### src/rtl/commit_controller_pkg.sv
// commit_controller_pkg: shared state, event-kind and ecode definitions for the commit controller
package commit_controller_pkg;
  typedef enum logic [1:0] {RUN, FLUSH, IDLE} CmtCtrlState;
  typedef enum logic [2:0] {EV_NONE, EV_EXCP, EV_ERTN, EV_REDIRECT, EV_IDLE, EV_REFETCH} cmt_event_e;
  localparam logic [5:0] ECODE_INT = 6'h00;
endpackage

### src/rtl/commit_controller_if.sv
// commit_controller_if: ROB commit port carrying the retired slots and their flush-relevant flags
interface commit_controller_if #(
  parameter int COMMIT_WIDTH = 2,
  parameter int PC_W         = 32,
  parameter int ECODE_W      = 6
);
  logic [COMMIT_WIDTH-1:0]              cmt_valid;
  logic [COMMIT_WIDTH-1:0][PC_W-1:0]    cmt_pc;
  logic [COMMIT_WIDTH-1:0]              cmt_excp;
  logic [COMMIT_WIDTH-1:0][ECODE_W-1:0] cmt_ecode;
  logic [COMMIT_WIDTH-1:0]              cmt_redirect;
  logic [COMMIT_WIDTH-1:0][PC_W-1:0]    cmt_br_target;
  logic [COMMIT_WIDTH-1:0]              cmt_refetch;
  logic [COMMIT_WIDTH-1:0]              cmt_ertn;
  logic [COMMIT_WIDTH-1:0]              cmt_idle;
  modport master (output cmt_valid, cmt_pc, cmt_excp, cmt_ecode, cmt_redirect, cmt_br_target,
                  cmt_refetch, cmt_ertn, cmt_idle);
  modport slave  (input  cmt_valid, cmt_pc, cmt_excp, cmt_ecode, cmt_redirect, cmt_br_target,
                  cmt_refetch, cmt_ertn, cmt_idle);
endinterface

### src/rtl/commit_event_picker.sv
// commit_event_picker: picks the lowest-index eventful slot and resolves its kind and fetch target
module commit_event_picker
  import commit_controller_pkg::*;
#(
  parameter int COMMIT_WIDTH = 2,
  parameter int PC_W         = 32,
  parameter int IDX_W        = (COMMIT_WIDTH > 1) ? $clog2(COMMIT_WIDTH) : 1
) (
  input  logic [COMMIT_WIDTH-1:0]           valid,
  input  logic [COMMIT_WIDTH-1:0][PC_W-1:0] pc,
  input  logic [COMMIT_WIDTH-1:0]           excp,
  input  logic [COMMIT_WIDTH-1:0]           ertn,
  input  logic [COMMIT_WIDTH-1:0]           redirect,
  input  logic [COMMIT_WIDTH-1:0][PC_W-1:0] br_target,
  input  logic [COMMIT_WIDTH-1:0]           idle,
  input  logic [COMMIT_WIDTH-1:0]           refetch,
  input  logic [PC_W-1:0]                   eentry,
  input  logic [PC_W-1:0]                   era,
  output logic [IDX_W-1:0]                  slot,
  output cmt_event_e                        kind,
  output logic [PC_W-1:0]                   target
);
  // Scanning downward lets the lowest eventful slot overwrite any higher one.
  always_comb begin
    slot   = '0;
    kind   = EV_NONE;
    target = '0;
    for (int i = COMMIT_WIDTH - 1; i >= 0; i--)
      if (valid[i] && (excp[i] || ertn[i] || redirect[i] || idle[i] || refetch[i])) begin
        slot   = IDX_W'(i);
        kind   = excp[i] ? EV_EXCP : ertn[i] ? EV_ERTN : redirect[i] ? EV_REDIRECT :
                 idle[i] ? EV_IDLE : EV_REFETCH;
        target = excp[i] ? eentry : ertn[i] ? era : redirect[i] ? br_target[i] : pc[i] + PC_W'(4);
      end
  end
endmodule

### src/rtl/commit_controller.sv
// commit_controller: turns retired-slot events and interrupts into flush, redirect, CSR and idle controls
module commit_controller
  import commit_controller_pkg::*;
#(
  parameter int              COMMIT_WIDTH = 2,
  parameter int              PC_W         = 32,
  parameter int              ECODE_W      = 6,
  parameter logic [PC_W-1:0] RESET_PC     = 32'h1c00_0000
) (
  input  logic                  clk,
  input  logic                  rst_n,
  commit_controller_if.slave    cmt,
  input  logic                  has_int,
  input  logic [PC_W-1:0]       eentry,
  input  logic [PC_W-1:0]       era,
  output logic                  flush_o,
  output logic                  redirect_valid_o,
  output logic [PC_W-1:0]       redirect_pc_o,
  output logic                  excp_valid_o,
  output logic [ECODE_W-1:0]    excp_ecode_o,
  output logic [PC_W-1:0]       excp_pc_o,
  output logic                  ertn_o,
  output logic                  idle_o
);
  localparam int IDX_W = (COMMIT_WIDTH > 1) ? $clog2(COMMIT_WIDTH) : 1;
  CmtCtrlState       state, state_n;
  cmt_event_e        ev_kind;
  logic [IDX_W-1:0]  ev_slot;
  logic [PC_W-1:0]   ev_target, last_pc4, next_pc, next_pc_n, redir_pc_n, epc_n;
  logic [ECODE_W-1:0] ecode_n;
  logic              ev_go, int_go, flush_n, excp_v_n, ertn_n, idle_n;
  commit_event_picker #(.COMMIT_WIDTH(COMMIT_WIDTH), .PC_W(PC_W), .IDX_W(IDX_W)) u_picker (
    .valid     (cmt.cmt_valid),
    .pc        (cmt.cmt_pc),
    .excp      (cmt.cmt_excp),
    .ertn      (cmt.cmt_ertn),
    .redirect  (cmt.cmt_redirect),
    .br_target (cmt.cmt_br_target),
    .idle      (cmt.cmt_idle),
    .refetch   (cmt.cmt_refetch),
    .eentry    (eentry),
    .era       (era),
    .slot      (ev_slot),
    .kind      (ev_kind),
    .target    (ev_target)
  );
  // With nothing valid the fall-through PC is simply the tracked next_pc.
  always_comb begin
    last_pc4 = next_pc;
    for (int i = 0; i < COMMIT_WIDTH; i++)
      if (cmt.cmt_valid[i]) last_pc4 = cmt.cmt_pc[i] + PC_W'(4);
  end
  always_comb begin
    ev_go      = state == RUN && ev_kind != EV_NONE;
    int_go     = has_int && (state == IDLE || (state == RUN && ev_kind == EV_NONE));
    state_n    = ev_go ? (ev_kind == EV_IDLE ? IDLE : FLUSH) : int_go ? FLUSH :
                 state == FLUSH ? RUN : state;
    flush_n    = ev_go || int_go;
    redir_pc_n = ev_go ? ev_target : int_go ? eentry : redirect_pc_o;
    next_pc_n  = flush_n ? redir_pc_n : state == RUN ? last_pc4 : next_pc;
    excp_v_n   = (ev_go && ev_kind == EV_EXCP) || int_go;
    ecode_n    = (ev_go && ev_kind == EV_EXCP) ? cmt.cmt_ecode[ev_slot] :
                 int_go ? ECODE_W'(ECODE_INT) : excp_ecode_o;
    epc_n      = (ev_go && ev_kind == EV_EXCP) ? cmt.cmt_pc[ev_slot] :
                 int_go ? (state == IDLE ? next_pc : last_pc4) : excp_pc_o;
    ertn_n     = ev_go && ev_kind == EV_ERTN;
    idle_n     = ev_go ? ev_kind == EV_IDLE : int_go ? 1'b0 : idle_o;
  end
  always_ff @(posedge clk or negedge rst_n)
    if (!rst_n) begin
      state         <= RUN;
      next_pc       <= RESET_PC;
      flush_o       <= 1'b0;
      redirect_pc_o <= '0;
      excp_valid_o  <= 1'b0;
      excp_ecode_o  <= '0;
      excp_pc_o     <= '0;
      ertn_o        <= 1'b0;
      idle_o        <= 1'b0;
    end else begin
      state         <= state_n;
      next_pc       <= next_pc_n;
      flush_o       <= flush_n;
      redirect_pc_o <= redir_pc_n;
      excp_valid_o  <= excp_v_n;
      excp_ecode_o  <= ecode_n;
      excp_pc_o     <= epc_n;
      ertn_o        <= ertn_n;
      idle_o        <= idle_n;
    end
  assign redirect_valid_o = flush_o;
endmodule
### src/flat_wrapper.sv
// flat-port wrapper written by rule: the top's interface ports become plain ports
module commit_controller_flat import commit_controller_pkg::*;
#(
  parameter int              COMMIT_WIDTH = 2,
  parameter int              PC_W         = 32,
  parameter int              ECODE_W      = 6,
  parameter logic [PC_W-1:0] RESET_PC     = 32'h1c00_0000
)
  (clk, rst_n, has_int, eentry, era, flush_o, redirect_valid_o, redirect_pc_o, excp_valid_o, excp_ecode_o, excp_pc_o, ertn_o, idle_o, cmt_cmt_valid, cmt_cmt_pc, cmt_cmt_excp, cmt_cmt_ecode, cmt_cmt_redirect, cmt_cmt_br_target, cmt_cmt_refetch, cmt_cmt_ertn, cmt_cmt_idle);
  commit_controller_if #(.COMMIT_WIDTH(COMMIT_WIDTH), .PC_W(PC_W), .ECODE_W(ECODE_W)) cmt_i ();
  input  logic clk;
  input  logic rst_n;
  input  logic has_int;
  input  logic [PC_W-1:0] eentry;
  input  logic [PC_W-1:0] era;
  output logic flush_o;
  output logic redirect_valid_o;
  output logic [PC_W-1:0] redirect_pc_o;
  output logic excp_valid_o;
  output logic [ECODE_W-1:0] excp_ecode_o;
  output logic [PC_W-1:0] excp_pc_o;
  output logic ertn_o;
  output logic idle_o;
  input wire logic [$bits(cmt_i.cmt_valid)-1:0] cmt_cmt_valid;
  input wire logic [$bits(cmt_i.cmt_pc)-1:0] cmt_cmt_pc;
  input wire logic [$bits(cmt_i.cmt_excp)-1:0] cmt_cmt_excp;
  input wire logic [$bits(cmt_i.cmt_ecode)-1:0] cmt_cmt_ecode;
  input wire logic [$bits(cmt_i.cmt_redirect)-1:0] cmt_cmt_redirect;
  input wire logic [$bits(cmt_i.cmt_br_target)-1:0] cmt_cmt_br_target;
  input wire logic [$bits(cmt_i.cmt_refetch)-1:0] cmt_cmt_refetch;
  input wire logic [$bits(cmt_i.cmt_ertn)-1:0] cmt_cmt_ertn;
  input wire logic [$bits(cmt_i.cmt_idle)-1:0] cmt_cmt_idle;
  assign cmt_i.cmt_valid = cmt_cmt_valid;
  assign cmt_i.cmt_pc = cmt_cmt_pc;
  assign cmt_i.cmt_excp = cmt_cmt_excp;
  assign cmt_i.cmt_ecode = cmt_cmt_ecode;
  assign cmt_i.cmt_redirect = cmt_cmt_redirect;
  assign cmt_i.cmt_br_target = cmt_cmt_br_target;
  assign cmt_i.cmt_refetch = cmt_cmt_refetch;
  assign cmt_i.cmt_ertn = cmt_cmt_ertn;
  assign cmt_i.cmt_idle = cmt_cmt_idle;
  commit_controller #(.COMMIT_WIDTH(COMMIT_WIDTH), .PC_W(PC_W), .ECODE_W(ECODE_W), .RESET_PC(RESET_PC)) u_core (.clk(clk), .rst_n(rst_n), .cmt(cmt_i), .has_int(has_int), .eentry(eentry), .era(era), .flush_o(flush_o), .redirect_valid_o(redirect_valid_o), .redirect_pc_o(redirect_pc_o), .excp_valid_o(excp_valid_o), .excp_ecode_o(excp_ecode_o), .excp_pc_o(excp_pc_o), .ertn_o(ertn_o), .idle_o(idle_o));
endmodule
### config.mk
export PLATFORM = sky130hd
export DESIGN_NAME = commit_controller_flat
export DESIGN_NICKNAME = d
export VERILOG_FILES = /design/src/rtl/commit_controller_pkg.sv /design/src/rtl/commit_controller_if.sv /design/src/rtl/commit_event_picker.sv /design/src/rtl/commit_controller.sv /design/src/flat_wrapper.sv
export SDC_FILE = /design/constraint.sdc
export NUM_CORES = 1
export LEC_CHECK = 0
export CAP_MARGIN = 15
export CORE_ASPECT_RATIO = 2
export CORE_MARGIN = 2
export CORE_UTILIZATION = 40
export DETAILED_ROUTE_END_ITERATION = 8
export PLACE_DENSITY = 0.71
export RECOVER_POWER = 25
export SLEW_MARGIN = 30
export SYNTH_ARGS = -nofsm -noshare
export SYNTH_HDL_FRONTEND = slang
export SYNTH_SLANG_ARGS = --single-unit
### constraint.sdc
create_clock -name clk -period 5.3 [get_ports clk]
set_input_delay 0.53 -clock clk [delete_from_list [all_inputs] [get_ports clk]]
set_output_delay 0.53 -clock clk [all_outputs]
set_load 0.05 [all_outputs]
[Yosys cells after proc, flatten, opt, wreduce, memory -nomap -nowiden]
Index checks and enable logic that the tools add are counted.
Storage, ports and cells
  register bits: 108
  input bits: 219
  word-level logic and storage cells: 83
Operators by class
  add/sub/neg operators: 2
  order comparisons: 1
  equal/unequal tests: 5
  muxes and demuxes: 41
  reductions and logical operators: 25
Operators by type and width (count)
  32-bit 2-to-1 mux: 19
  32-bit by 3-bit adder with 32-bit output, second input constant: 2
  3-bit 2-to-1 mux: 8
  6-bit 2-to-1 mux: 4
  1-bit logical OR: 11
  2-bit 2-to-1 mux: 4
  1-bit logical AND: 7
  1-bit 2-to-1 mux: 6
  2-bit nonzero test: 3
  3-bit nonzero test: 2
  3-bit by 1-bit == test with 1-bit output, second input constant: 1
  3-bit by 2-bit == test with 1-bit output, second input constant: 1
  3-bit == test, second input constant: 1
  3-bit logical NOT: 1
  2-bit by 1-bit == test with 1-bit output, second input constant: 1
  2-bit == test, second input constant: 1
  2-bit logical NOT: 1
  1-bit by 2-bit < comparator with 1-bit output, second input constant: 1

[Logic depth before layout (Yosys ltp)]
  word-level depth: 14
  depth in mapped cells: 11

[Hierarchy]
Synthesis repeated with hierarchy kept, for this count alone.
Second synthesis, totals
  cell total of the unflattened synthesis: 1342
  area, all modules: 10381.2 um^2
Modules (own cells, without submodules)
  commit_controller: times used 1, cells each 810, area an instance 7034.2 um^2, seq. area each 2706.3 um^2
  commit_event_picker: times used 1, cells each 532, area an instance 3347.0 um^2, seq. area each 0.0 um^2

[Least setup slack after synthesis]
Ideal clock, no wire load.
  path kind: input to register
  from: input port cmt_cmt_pc[4]
  to: register u_core.next_pc[26]
  arrival: 2.680 ns
  required time: 5.217 ns
  setup slack: 2.537 ns
  cell stages on the path: 9
  path buffers: 2
  cell sequence: buf_2 > nand4_4 > or4_4 > buf_6 > o31a_1 > or3_1 > a32oi_1 > o21ai_1 > a221o_1
Between the ends
  cells in the longest elaborated chain, start to end: 7
  elaborated cells between the ends (all ways): 10
  classes of those cells: add/sub: 1; mux: 9
Ends and longest elaborated chain
  start, declared: line flat_wrapper.sv:25  | input wire logic [$bits(cmt_i.cmt_pc)-1:0] cmt_cmt_pc;
  32-bit by 3-bit adder with 32-bit output *: line commit_event_picker.sv:33, commit_controller.sv:51
  32-bit 2-to-1 mux (3 in series): line commit_event_picker.sv:33  | target = excp[i] ? eentry : ertn[i] ? era : redirect[i] ? br_target[i] : pc[i] + PC_W'(4);
  32-bit 2-to-1 mux: line commit_event_picker.sv:29  | if (valid[i] && (excp[i] || ertn[i] || redirect[i] || idle[i] || refetch[i])) begin
  32-bit 2-to-1 mux: line commit_controller.sv:59  | redir_pc_n = ev_go ? ev_target : int_go ? eentry : redirect_pc_o;
  32-bit 2-to-1 mux *: line commit_controller.sv:60  | next_pc_n = flush_n ? redir_pc_n : state == RUN ? last_pc4 : next_pc;
  end signal, assigned: line commit_controller.sv:82  | next_pc <= next_pc_n;
  end, declared: line commit_controller.sv:29  | logic [PC_W-1:0] ev_target, last_pc4, next_pc, next_pc_n, redir_pc_n, epc_n;
Mark *: on every way between the ends. The rest lies on a longest branch, timed or not. The select of a mux whose other input is x is not followed.
A chain may end at the register's enable or synchronous reset.

[Final worst setup path]
  from: input port cmt_cmt_excp[1]
  to: register u_core.next_pc[21]
Between the ends
  cells in the longest elaborated chain, start to end: 14
  elaborated cells between the ends (all ways): 22
  classes of those cells: mux: 9; reduce/logical: 13
Ends and longest elaborated chain
  start, declared: line flat_wrapper.sv:26  | input wire logic [$bits(cmt_i.cmt_excp)-1:0] cmt_cmt_excp;
  1-bit logical OR (4 in series): line commit_event_picker.sv:29
  1-bit logical AND: line commit_event_picker.sv:29
  3-bit 2-to-1 mux (2 in series): line commit_event_picker.sv:29
  3-bit logical NOT: line commit_controller.sv:55  | int_go = has_int && (state == IDLE || (state == RUN && ev_kind == EV_NONE));
  1-bit logical AND: line commit_controller.sv:55
  1-bit logical OR: line commit_controller.sv:55
  1-bit logical AND: line commit_controller.sv:55
  32-bit 2-to-1 mux (2 in series): line commit_controller.sv:59
  32-bit 2-to-1 mux: line commit_controller.sv:60
Parallel ways exist; a longest one is shown, timed or not.

==> metrics.txt <==
run status finished, violations left; violations in the final reports capacitance limit, slew limit; sequential cell area fraction in the yosys report 0.297; number of sinks handled by clock tree synthesis 108; category of the critical setup timing path in2reg; number of enable-type register cells in the synthesized netlist 0; Unique masters post-synth 73; count of vias placed by the detailed router 11800; nets@finish 1688; half-perimeter wire length after placement 41200 um; Non-Filler Instances 1752; final period demand of the worst path 4.03 ns; total wire length 54700 um; Std-Cell Core Area 22500 sq um; Worst-Margin Slew 4.19 ns; final number of setup-violating endpoints 0; Switch Pwr 2.91 mW; instance area at placement 12400 sq um; Worst EP required 5.64 ns; CTS Buf Count 9; cell area after synthesis 9130 sq um; Die Span X 111 um; total I/O pin count 294; async set-or-reset flop fraction in the synthesized netlist 1.00; Buf/Inv on CP 2; max incr delay on CP 0.73 ns; Pleak 5.10 nW; top library cells by usage in the layout, fill and taps aside sky130_fd_sc_hd__clkdlybuf4s50_1, sky130_fd_sc_hd__nand2_1, sky130_fd_sc_hd__dfrtp_1; Placed Instances 1736; post-synthesis cell count 1219; power per unit of standard cell area 444 nW/um^2; post_cts resized 0; Syn-to-layout area delta 38.8%; DRC violations left 0; final hold slack 0.485 ns; Routed wire per std cell 31.2 um; Post-Synthesis Mean Instance Area 7.49 sq um; RSZ-0062 raised after global routing no; deepest clock path buffer count 2; Initial Util 0.405; slowest library cell on the worst path sky130_fd_sc_hd__nor2_1; final sum of negative setup slack 0 ns; commonest non-fill, non-tap cell in the layout sky130_fd_sc_hd__clkdlybuf4s50_1; number of buffers added on ports 293; pin count of the biggest net entering global routing 70; number of placement rows 78; # hold bufs at CTS 0; Syn Nets 1440; Synthesis Warnings 0; wire length of the first global-routing pass 77900 um; setup repair bufs after CTS 0; flops & latches, synth 108; via count of the first global-routing pass 11600; worst setup skew after layout 0.00913 ns; Congestion Overflow GR 0; number of nets still failing antenna checks after routing 0; maximum fanout along the worst path 13; Max Cap Viol 1; share of the clock period used by the worst path 0.760; Overall Global Routing Usage 0.445; CTS HTree Levels 3; number of detailed-route iterations in the first pass 6; Worst EP arrival 4.37 ns; Combinational Power Share 0.593; weighted congestion reported at the end of routability-driven placement 1.04; Final Slew Violations 70; final design instance area without fill 12700 sq um; critical path capture point type register; maximum resistive drop on vdd 0.000378 V; CTS root buf sky130_fd_sc_hd__clkbuf_16; most common flop cell mapped by yosys sky130_fd_sc_hd__dfrtp_1; most frequent cell on the critical path sky130_fd_sc_hd__nor2_1; Die Y-Extent 218 um; final cell utilization of the core 0.562; number of failing hold endpoints at the final stage 0; Int Power 2.72 mW; fraction of layout instances using a drive strength above 1 0.0591; switching share of total power 0.517; cell class contributing the biggest share of worst-path delay simple AND/OR/NAND/NOR gates; initial DRC count 1450; number of vias per cell 6.75; clock transition at the registers of the reported paths 0.08 ns; part of the power in the clock network 0.133; path category of the worst min-delay check reg2reg; number of antenna violations at the first check in global routing 0; overall die area 24100 sq um; Antenna Cells 0; cell chain of the critical path clkdlybuf4s50_1 > nor3_1 > a2111oi_1 > nor2_1 > and2_1 > inv_1 > nor2_1 > a221o_1; kind of start point of the critical path primary input; clock tree from TritonCTS built; Clock Latency Late Sink 0.40 ns; part of the total power dissipated in sequential elements 0.274; relative slew slack -1.79; f_max 248 MHz
## layer usage
| metal | share of wire | vias to the layer above | track usage |
|---|---|---|---|
| li1 | - | 5035 | - |
| met1 | 0.32 | 5555 | 0.472 |
| met2 | 0.48 | 942 | 0.739 |
| met3 | 0.090 | 300 | 0.0828 |
| met4 | 0.11 | 0 | 0.414 |
| met5 | 0 | - | 0 |
## sequential cells by signal, indices dropped and copies added, names as in the netlist
| name | cells |
|---|---|
| u_core.ertn_o | 1 |
| u_core.excp_ecode_o | 6 |
| u_core.excp_pc_o | 32 |
| u_core.excp_valid_o | 1 |
| u_core.flush_o | 1 |
| u_core.idle_o | 1 |
| u_core.next_pc | 32 |
| u_core.redirect_pc_o | 32 |
| u_core.state | 2 |
## power by group through the flow
stage	logic, mW	clock network [mW]	registers, mW
after floorplan	1.11	0	2.32
after global placement	3.26	0	1.53
after detailed placement	3.28	0	1.54
after CTS	3.29	0.750	1.52
after global routing	3.48	0.775	1.57
final	3.34	0.747	1.54
## path summary, 6_finish.rpt
kind	cells after the start	end	start	slack, ns
setup / recovery	8	u_core.next_pc[21]	cmt_cmt_excp[1]	1.27
hold / removal	1	u_core.redirect_pc_o[21]	u_core.redirect_pc_o[21]	0.49
setup reg to reg	7	u_core.next_pc[21]	u_core.state[1]	1.95
hold reg to reg	1	u_core.redirect_pc_o[21]	u_core.redirect_pc_o[21]	0.49
max in group asynchronous	1	u_core.excp_ecode_o[5]	rst_n	1.33
min in group asynchronous	1	u_core.redirect_pc_o[2]	rst_n	1.57
## cell type report
| type | instances | area (sq um) |
|---|---|---|
| Fill cell | 2168 | 9870 |
| Inverter | 21 | 78.8 |
| Clock buffer | 9 | 225 |
| Timing Repair Buffer | 334 | 3230 |
| Multi-Input combinational cell | 993 | 6010 |
| Clock inverter | 7 | 76.3 |
| Tap cell | 280 | 350 |
| Sequential cell | 108 | 2710 |
## Yosys cell counts (all sizes together) (17+ instances only)
library cell	count	area (sq um)
o21ai	97	485
a22oi	19	143
clkbuf	78	293
o22ai	30	188
xnor2	28	245
nand4	22	153
inv	20	75.1
xor2	19	166
a21oi	78	390
a221o	17	170
dfrtp	105	2630
nand3	42	210
buf	19	88.8
mux2i	40	400
o211ai	29	218
nor2	103	387
a21o	27	204
nand2	196	736
nor3	35	180
a211oi	20	150
## through the flow
| stage | worst slack (ns) | total power [mW] |
|---|---|---|
| final | 1.27 | 5.63 |
| after global routing | 0.687 | 5.83 |
| after CTS | 1.52 | 5.57 |
| after detailed placement | 1.09 | 4.82 |
| after global placement | 1.17 | 4.79 |
| after floorplan | 2.54 | 3.43 |
## kinds of logic after synthesis
kind of cell / Yosys count / synth area share
fa+ha+maj: 2 / 0.00274
mux: 47 / 0.0525
flops: 108 / 0.297
compound gates: 424 / 0.315
simple gates: 473 / 0.238
xor+xnor: 47 / 0.0451
buf+inv: 118 / 0.0504
Note: power is estimated with default switching activity, not from simulation.
